File: src/rtl/ram_loader_if.sv
// Bus bundle between the UART byte source / CPU side and the boot-time RAM loader.
// The master drives bytes and CPU RAM requests; the slave (loader) drives the RAM port and status.
interface ram_loader_if #(
   parameter int DATA_WIDTH = 16,
   parameter int ADDR_WIDTH = 12
);
   logic                  start;
   logic [7:0]            rx_data;
   logic                  rx_valid;
   logic                  rx_ready;
   logic                  cpu_we;
   logic [ADDR_WIDTH-1:0] cpu_addr;
   logic [DATA_WIDTH-1:0] cpu_din;
   logic                  ram_we;
   logic [ADDR_WIDTH-1:0] ram_addr;
   logic [DATA_WIDTH-1:0] ram_din;
   logic                  busy;
   logic                  done;
   logic                  err;
   logic                  cpu_hold;
   logic [ADDR_WIDTH:0]   words_loaded;

   modport master (
      output start, rx_data, rx_valid, cpu_we, cpu_addr, cpu_din,
      input  rx_ready, ram_we, ram_addr, ram_din, busy, done, err, cpu_hold, words_loaded
   );

   modport slave (
      input  start, rx_data, rx_valid, cpu_we, cpu_addr, cpu_din,
      output rx_ready, ram_we, ram_addr, ram_din, busy, done, err, cpu_hold, words_loaded
   );
endinterface

File: src/rtl/ram_loader.sv
// Boot loader: receives a big-endian word count plus words over a byte stream, writes them
// to RAM from address 0 upward, then releases the CPU. Transparent CPU->RAM mux when idle.
module ram_loader #(
   parameter int DATA_WIDTH = 16,
   parameter int ADDR_WIDTH = 12
) (
   input  logic          clk,
   input  logic          rst,
   ram_loader_if.slave   bus
);

   typedef enum logic [2:0] {
      IDLE,
      CNT_HI,
      CNT_LO,
      DAT_HI,
      DAT_LO,
      WRITE,
      DONE,
      ERR
   } state_t;

   // Largest legal count is the full RAM; compared in 17 bits so 2^16 capacity still fits.
   localparam logic [16:0] CAPACITY = 17'd1 << ADDR_WIDTH;

   state_t                state;
   logic [15:0]           count;
   logic [ADDR_WIDTH:0]   index;
   logic [ADDR_WIDTH:0]   words_loaded;
   logic [7:0]            word_hi;
   logic [7:0]            word_lo;

   logic                  rx_ready;
   logic                  busy;
   logic                  xfer;
   logic [15:0]           count_full;
   logic [ADDR_WIDTH:0]   index_inc;
   logic                  start_ok;

   assign rx_ready   = (state == CNT_HI) || (state == CNT_LO) ||
                       (state == DAT_HI) || (state == DAT_LO);
   assign busy       = rx_ready || (state == WRITE);
   assign xfer       = rx_ready && bus.rx_valid;
   assign count_full = {count[15:8], bus.rx_data};
   assign index_inc  = index + 1'b1;
   assign start_ok   = bus.start &&
                       ((state == IDLE) || (state == DONE) || (state == ERR));

   always_ff @(posedge clk or posedge rst) begin
      if (rst) begin
         state        <= IDLE;
         count        <= '0;
         index        <= '0;
         words_loaded <= '0;
      end else begin
         case (state)
            IDLE, DONE, ERR: begin
               if (start_ok) begin
                  state        <= CNT_HI;
                  index        <= '0;
                  words_loaded <= '0;
               end
            end
            CNT_HI: begin
               if (xfer) begin
                  count[15:8] <= bus.rx_data;
                  state       <= CNT_LO;
               end
            end
            CNT_LO: begin
               if (xfer) begin
                  count[7:0] <= bus.rx_data;
                  if (count_full == 16'd0)
                     state <= DONE;
                  else if ({1'b0, count_full} > CAPACITY)
                     state <= ERR;
                  else
                     state <= DAT_HI;
               end
            end
            DAT_HI: begin
               if (xfer) state <= DAT_LO;
            end
            DAT_LO: begin
               if (xfer) state <= WRITE;
            end
            WRITE: begin
               index        <= index_inc;
               words_loaded <= words_loaded + 1'b1;
               if (17'(index_inc) == {1'b0, count})
                  state <= DONE;
               else
                  state <= DAT_HI;
            end
            default: state <= IDLE;
         endcase
      end
   end

   // Word assembly bytes carry no control meaning, so they are left out of reset.
   always_ff @(posedge clk) begin
      if (state == DAT_HI && xfer) word_hi <= bus.rx_data;
      if (state == DAT_LO && xfer) word_lo <= bus.rx_data;
   end

   assign bus.rx_ready     = rx_ready;
   assign bus.busy         = busy;
   assign bus.done         = (state == DONE);
   assign bus.err          = (state == ERR);
   assign bus.cpu_hold     = (state != DONE);
   assign bus.words_loaded = words_loaded;

   // While loading, the CPU request is dropped entirely; otherwise RAM sees the CPU directly.
   assign bus.ram_we   = busy ? (state == WRITE)            : bus.cpu_we;
   assign bus.ram_addr = busy ? index[ADDR_WIDTH-1:0]       : bus.cpu_addr;
   assign bus.ram_din  = busy ? DATA_WIDTH'({word_hi, word_lo}) : bus.cpu_din;

endmodule

File: src/flat_wrapper.sv
// flat-port wrapper written by rule: the top's interface ports become plain ports
module ram_loader_flat 
#(
   parameter int DATA_WIDTH = 16,
   parameter int ADDR_WIDTH = 12
)
  (clk, rst, bus_start, bus_rx_data, bus_rx_valid, bus_cpu_we, bus_cpu_addr, bus_cpu_din, bus_rx_ready, bus_ram_we, bus_ram_addr, bus_ram_din, bus_busy, bus_done, bus_err, bus_cpu_hold, bus_words_loaded);
  ram_loader_if #(.DATA_WIDTH(DATA_WIDTH), .ADDR_WIDTH(ADDR_WIDTH)) bus_i ();
  input  logic clk;
  input  logic rst;
  input wire logic [$bits(bus_i.start)-1:0] bus_start;
  input wire logic [$bits(bus_i.rx_data)-1:0] bus_rx_data;
  input wire logic [$bits(bus_i.rx_valid)-1:0] bus_rx_valid;
  input wire logic [$bits(bus_i.cpu_we)-1:0] bus_cpu_we;
  input wire logic [$bits(bus_i.cpu_addr)-1:0] bus_cpu_addr;
  input wire logic [$bits(bus_i.cpu_din)-1:0] bus_cpu_din;
  output wire logic [$bits(bus_i.rx_ready)-1:0] bus_rx_ready;
  output wire logic [$bits(bus_i.ram_we)-1:0] bus_ram_we;
  output wire logic [$bits(bus_i.ram_addr)-1:0] bus_ram_addr;
  output wire logic [$bits(bus_i.ram_din)-1:0] bus_ram_din;
  output wire logic [$bits(bus_i.busy)-1:0] bus_busy;
  output wire logic [$bits(bus_i.done)-1:0] bus_done;
  output wire logic [$bits(bus_i.err)-1:0] bus_err;
  output wire logic [$bits(bus_i.cpu_hold)-1:0] bus_cpu_hold;
  output wire logic [$bits(bus_i.words_loaded)-1:0] bus_words_loaded;
  assign bus_i.start = bus_start;
  assign bus_i.rx_data = bus_rx_data;
  assign bus_i.rx_valid = bus_rx_valid;
  assign bus_i.cpu_we = bus_cpu_we;
  assign bus_i.cpu_addr = bus_cpu_addr;
  assign bus_i.cpu_din = bus_cpu_din;
  assign bus_rx_ready = bus_i.rx_ready;
  assign bus_ram_we = bus_i.ram_we;
  assign bus_ram_addr = bus_i.ram_addr;
  assign bus_ram_din = bus_i.ram_din;
  assign bus_busy = bus_i.busy;
  assign bus_done = bus_i.done;
  assign bus_err = bus_i.err;
  assign bus_cpu_hold = bus_i.cpu_hold;
  assign bus_words_loaded = bus_i.words_loaded;
  ram_loader #(.DATA_WIDTH(DATA_WIDTH), .ADDR_WIDTH(ADDR_WIDTH)) u_core (.clk(clk), .rst(rst), .bus(bus_i));
endmodule
File: config.mk
export PLATFORM = sky130hd
export DESIGN_NAME = ram_loader_flat
export DESIGN_NICKNAME = d
export VERILOG_FILES = /design/src/rtl/ram_loader_if.sv /design/src/rtl/ram_loader.sv /design/src/flat_wrapper.sv
export SDC_FILE = /design/constraint.sdc
export NUM_CORES = 1
export LEC_CHECK = 0
export CAP_MARGIN = 0
export CORE_UTILIZATION = 50
export DETAILED_ROUTE_END_ITERATION = 8
export PLACE_DENSITY = 0.81
export SYNTH_ARGS = -nofsm -noshare
export SYNTH_HDL_FRONTEND = slang
export SYNTH_SLANG_ARGS = --single-unit
File: constraint.sdc
create_clock -name clk -period 2.49 [get_ports clk]
set_input_delay 0.747 -clock clk [delete_from_list [all_inputs] [get_ports clk]]
set_output_delay 0.747 -clock clk [all_outputs]
set_load 0.01 [all_outputs]
* Word level (Yosys, flattened, before mapping)
Index checks and enable logic that the tools add are counted.
Storage, ports and cells: logic and storage cells 57, register bits after elaboration 61, bits of input ports 41
Cells by class: eq/ne operators 14, reduce and logical (&&, ||, !) cells 18, muxes and demuxes 15, magnitude comparators 1, $add $sub $neg 2
Operator list (count):
- one-hot mux 13 bit (2 select lines) | 2
- adder 13 x 1 -> 13 bit, second input constant | 2
- two-way mux 3 bit | 8
- one-hot mux 3 bit (6 select lines) | 1
- == test 13 x 16 -> 1 bit | 1
- greater-than comparator 16 x 13 -> 1 bit, second input constant | 1
- zero test 16 bit | 1
- two-way mux 16 bit | 1
- two-way mux 13 bit | 1
- == test 3 bit, second input constant | 4
- two-way mux 12 bit | 1
- != test 2 x 1 -> 1 bit, second input constant | 5
- == test 3 x 2 -> 1 bit, second input constant | 2
- logical OR 1 bit | 6
- AND reduction 2 bit | 3
- AND reduction 5 bit | 1
- logical AND 1 bit | 4
- == test 3 x 1 -> 1 bit, second input constant | 1
- zero test 3 bit | 1
- != test 3 bit, second input constant | 1
- OR reduction 3 bit | 1
- nonzero test 2 bit | 1
- two-way mux 1 bit | 1

* Longest topological paths before layout
depth in word-level cells 7, mapped depth 8, depth with buffers taken out 7

* Worst setup path before layout
Ideal clock, no wire load.
kind register to output, start register u_core.state[2], end output bus_ram_addr[0], stages on the path, launching flop included 8, data arrival time 1.609 ns, slack 0.134 ns, cell sequence dfrtp_1 -> buf_4 -> or3_1 -> nand2_1 -> clkbuf_1 -> buf_2 -> nand2_1 -> nand2_1
Between the ends: longest elaborated chain between the ends 6, elaborated cells between the ends (all ways) 10
RTL lines:
- start, declared | RTL line ram_loader.sv:26 | state_t state;
- start signal, assigned | RTL line ram_loader.sv:51 | state <= IDLE;
- start signal, assigned | RTL line ram_loader.sv:59 | state <= CNT_HI;
- start signal, assigned | RTL line ram_loader.sv:67 | state <= CNT_LO;
- == test 3 x 1 -> 1 bit or == test 3 x 2 -> 1 bit (tied branches) | RTL line ram_loader.sv:40 | assign rx_ready = (state == CNT_HI) || (state == CNT_LO) ||
- logical OR 1 bit (2 in a row) | RTL line ram_loader.sv:40
- logical OR 1 bit | RTL line ram_loader.sv:41 | (state == DAT_HI) || (state == DAT_LO);
- logical OR 1 bit (*) | RTL line ram_loader.sv:42 | assign busy = rx_ready || (state == WRITE);
- two-way mux 12 bit (*) | RTL line ram_loader.sv:115 | assign bus.ram_addr = busy ? index[ADDR_WIDTH-1:0] : bus.cpu_addr;
- end, declared | RTL line flat_wrapper.sv:19 | output wire logic [$bits(bus_i.ram_addr)-1:0] bus_ram_addr;
Mark *: on every way between the ends. The rest lies on a longest branch, timed or not.

* Final worst setup path
start register u_core.state[2], end output bus_ram_din[8]
Between the ends: longest elaborated chain between the ends 6, elaborated cells between the ends (all ways) 10
RTL lines:
- == test 3 x 1 -> 1 bit or == test 3 x 2 -> 1 bit (tied branches) | RTL line ram_loader.sv:40
- logical OR 1 bit (2 in a row) | RTL line ram_loader.sv:40
- logical OR 1 bit | RTL line ram_loader.sv:41
- logical OR 1 bit (*) | RTL line ram_loader.sv:42
- two-way mux 16 bit (*) | RTL line ram_loader.sv:116 | assign bus.ram_din = busy ? DATA_WIDTH'({word_hi, word_lo}) : bus.cpu_din;
- end, declared | RTL line flat_wrapper.sv:20 | output wire logic [$bits(bus_i.ram_din)-1:0] bus_ram_din;
Marked as above.

==> flow_metrics.tcl <==
set metrics [dict create \
    setup_viol_count_final 9 \
    r2r-start "u_core.index[3]" \
    synth_ff_type "dfrtp_1" \
    area_delta_synth_final_pct 38.1 \
    reg2regPathDepth 7 \
    hold_class "register to register" \
    diodes 0 \
    drv_cap 0 \
    die_w_um 85.9 \
    drc 0 \
    synth.distinct_cells 50 \
    failed_checks "negative setup slack" \
    required_ns 1.74 \
    endpoint_kind "primary output" \
    htreeDepth 3 \
    slew_viol_final 0 \
    ys_seq_area_share_pct 45.6 \
    fin_area_sq_um 4860 \
    r2r-end "u_core.state[2]" \
    clock-sinks 61 \
    rows 30 \
    power.density_nw_per_um2 1060 \
    place_congestion 0.851 \
    netlist_instances 404 \
    wl_per_cell_um 16.8 \
    grt_pass1_vias 3292 \
    ir_worst_vdd_uv 828 \
    path_cells "or3_4, nand2_4, buf_8, buf_16, nand2_1, nand2_1, buf_2" \
    synth_nets 447 \
    cp-start-kind "register" \
    ant_nets 0 \
    synthArstFlopShare_pct 73.8 \
    placed_cell_area_sq_um 4570 \
    crit_fanout 7 \
    antenna_found_initial 0 \
    synth_edf_count 16 \
    relSlewSlack_pct 61.9 \
    synth_area_sq_um 3520 \
    worstSetupEndpoint "bus_ram_din[8]" \
    via_per_inst 5.66 \
    slowest_delay_ns 0.40 \
    gr-total-overflow 0 \
    grt_first_pass_wirelength_um 16400 \
    yosysWarnings 0 \
    r2r_slack_ns 0.19 \
    drt_iter0_markers 285 \
    timing.fmax_mhz 398 \
    fp.dieH_um 85.9 \
    cts_made_buffers 9 \
    hold_viol 0 \
    grt_max_degree 46 \
    synth-seq-cells 61 \
    cts_hold_buf 0 \
    insertion_delay_ns 0.36 \
    path_class "register to primary output" \
    leakage_nw 2.16 \
    finalWirelength_um 10300 \
    fin_nets 553 \
    core_area_sq_um 6790 \
    arrival_ns 1.77 \
    slowest_stage "or3_4" \
    grt_usage_pct 29.2 \
    dieArea_sq_um 7380 \
    rsz0062_at_grt "true" \
    start_util_pct 51.8 \
    port_buffers 87 \
    crit_top_cell "nand2_1" \
    drt_first_pass_iters 4 \
    ios 88 \
    path_clk_slew_ns 0.07 \
    cts-root-buf "clkbuf_8" \
    n_fill_cell 530 \
    cts_tree "built" \
    dp_hpwl_um 6690 \
    fin_ws_ns -0.0243 \
    vias 3457 \
    total_power_mw 5.18 \
    drive_gt1_share_pct 23.5 \
    fin_crit_ns 2.51 \
    worst_pin_slew_ns 0.572 \
    finClkSkew_ns 0.0108 \
    status "complete, but fails checks" \
    fin_crit_sh_pct 101 \
    avgSynthCellArea_sq_um 8.71 \
    startpoint "u_core.state[2]" \
    cts_buffer_depth 2 \
]
Yosys cell counts, types with 2 or more instances:
cell / count / area, sq um
nand2b_1: 4 / 25.0
edfxtp_1: 16 / 480
a311oi_1: 2 / 17.5
ha_1: 2 / 25.0
nor3_1: 3 / 15.0
o31ai_1: 7 / 52.6
and3_1: 8 / 50.1
a21oi_1: 13 / 65.1
inv_1: 7 / 26.3
nand3_1: 15 / 75.1
nor4_1: 4 / 25.0
and4_1: 3 / 26.3
xnor2_1: 9 / 78.8
dfrtp_1: 45 / 1130
xor2_1: 7 / 61.3
nor2_1: 22 / 82.6
nor2b_1: 3 / 18.8
clkbuf_1: 12 / 45.0
buf_6: 2 / 22.5
o21ai_0: 38 / 190
nor4_2: 2 / 25.0
o211ai_1: 2 / 15.0
a31oi_1: 2 / 12.5
mux2_2: 15 / 169
buf_4: 6 / 45.0
buf_2: 7 / 35.0
nand2_1: 110 / 413
and2_1: 6 / 37.5
or3_1: 2 / 12.5
nand4_1: 10 / 62.6
layer usage:
metal / part of all wire (%) / vias up / GRT usage [%]
met1: 43 / 1678 / 37.6
met2: 49 / 132 / 48.5
met5: 0 / - / 0
met4: 1.7 / 0 / 11.8
li1: - / 1629 / -
met3: 5.9 / 18 / 5.49
critical path: cells and delay by family, from the launching register on:
kind                   cells  cell delay, ns
AND/OR/NAND/NOR            4            0.64
buffers and inverters      3            0.40
flip-flops                 1            0.38
kinds of logic after synthesis:
| logic type | after synthesis | share of synthesized area (%) |
|---|---|---|
| xor+xnor | 16 | 3.98 |
| fa+ha+maj | 2 | 0.711 |
| compound gates | 76 | 13.1 |
| simple gates | 199 | 26.5 |
| buf+inv | 34 | 4.94 |
| flops | 61 | 45.6 |
| mux | 16 | 5.08 |
stage by stage:
step           setup WS [ns]  std cells  hold WS (ns)  TNS (ns)  util, %
2_1_floorplan          0.134        404         0.471         0        -
3_3_place_gp          -0.216        586         0.484     -2.82     67.3
3_5_place_dp          -0.253        586         0.492     -3.30     67.3
4_1_cts              -0.0542        610         0.506   -0.0625     71.0
5_1_grt              -0.0741        611         0.539     -1.25     71.6
6_report             -0.0243        611         0.498   -0.0996     71.6
placed cells by master, fill, tap and decap left out, drive strengths merged, types with 6 or more instances in the layout:
cell	netlist	layout
xor2	7	7
and3	9	9
edfxtp	16	16
a21oi	13	13
dfrtp	45	45
nand3	15	15
nand2	110	110
nor4	6	6
clkbuf	12	11
clkdlybuf4s50	0	53
and2	6	6
o21ai	38	38
nand4	10	10
inv	7	7
mux2	15	15
xnor2	9	9
o31ai	7	7
buf	15	63
nor2	22	22
flip-flops by register name, summed over array words and instances, names as in the netlist:
register / cells
u_core.word_hi: 8
u_core.state: 3
u_core.bus.words_loaded: 13
u_core.count: 16
u_core.index: 13
u_core.word_lo: 8
worst min path at each step:
stage | from | to | depth (start not counted)
after floorplan | u_core.index[12] | u_core.index[12] | 1
after global placement | u_core.bus.words_loaded[12] | u_core.bus.words_loaded[12] | 1
after detailed placement | u_core.bus.words_loaded[12] | u_core.bus.words_loaded[12] | 1
after CTS | u_core.bus.words_loaded[12] | u_core.bus.words_loaded[12] | 1
after global routing | u_core.index[12] | u_core.index[12] | 1
final | u_core.bus.words_loaded[12] | u_core.bus.words_loaded[12] | 1
layout make-up:
type / instances / area, sq um / share of cell area [%]
clock buffers: 10 / 128 / 2.62
inverters: 7 / 28.8 / 0.592
repair buffers: 122 / 1100 / 22.6
flip-flops and latches: 61 / 1610 / 33.1
multi-input cells: 309 / 1800 / 37.1
clock inverters: 6 / 77.6 / 1.60
well taps: 96 / 120 / 2.47
repair_timing:
action	4_1_cts	5_1_grt
buffers inserted	4	2
setup endpoints to repair	32	32
gates resized for setup	133	25
pin swaps	3	17
cloned	4	0
hold endpoints to repair	0	0
power by group:
group	internal, mW	switching [mW]	total (mW)
combinational	1.31	1.39	2.71
sequential	1.27	0.247	1.52
clock	0.553	0.401	0.954
total	3.14	2.04	5.18
Power figures use the tool's default switching activity.
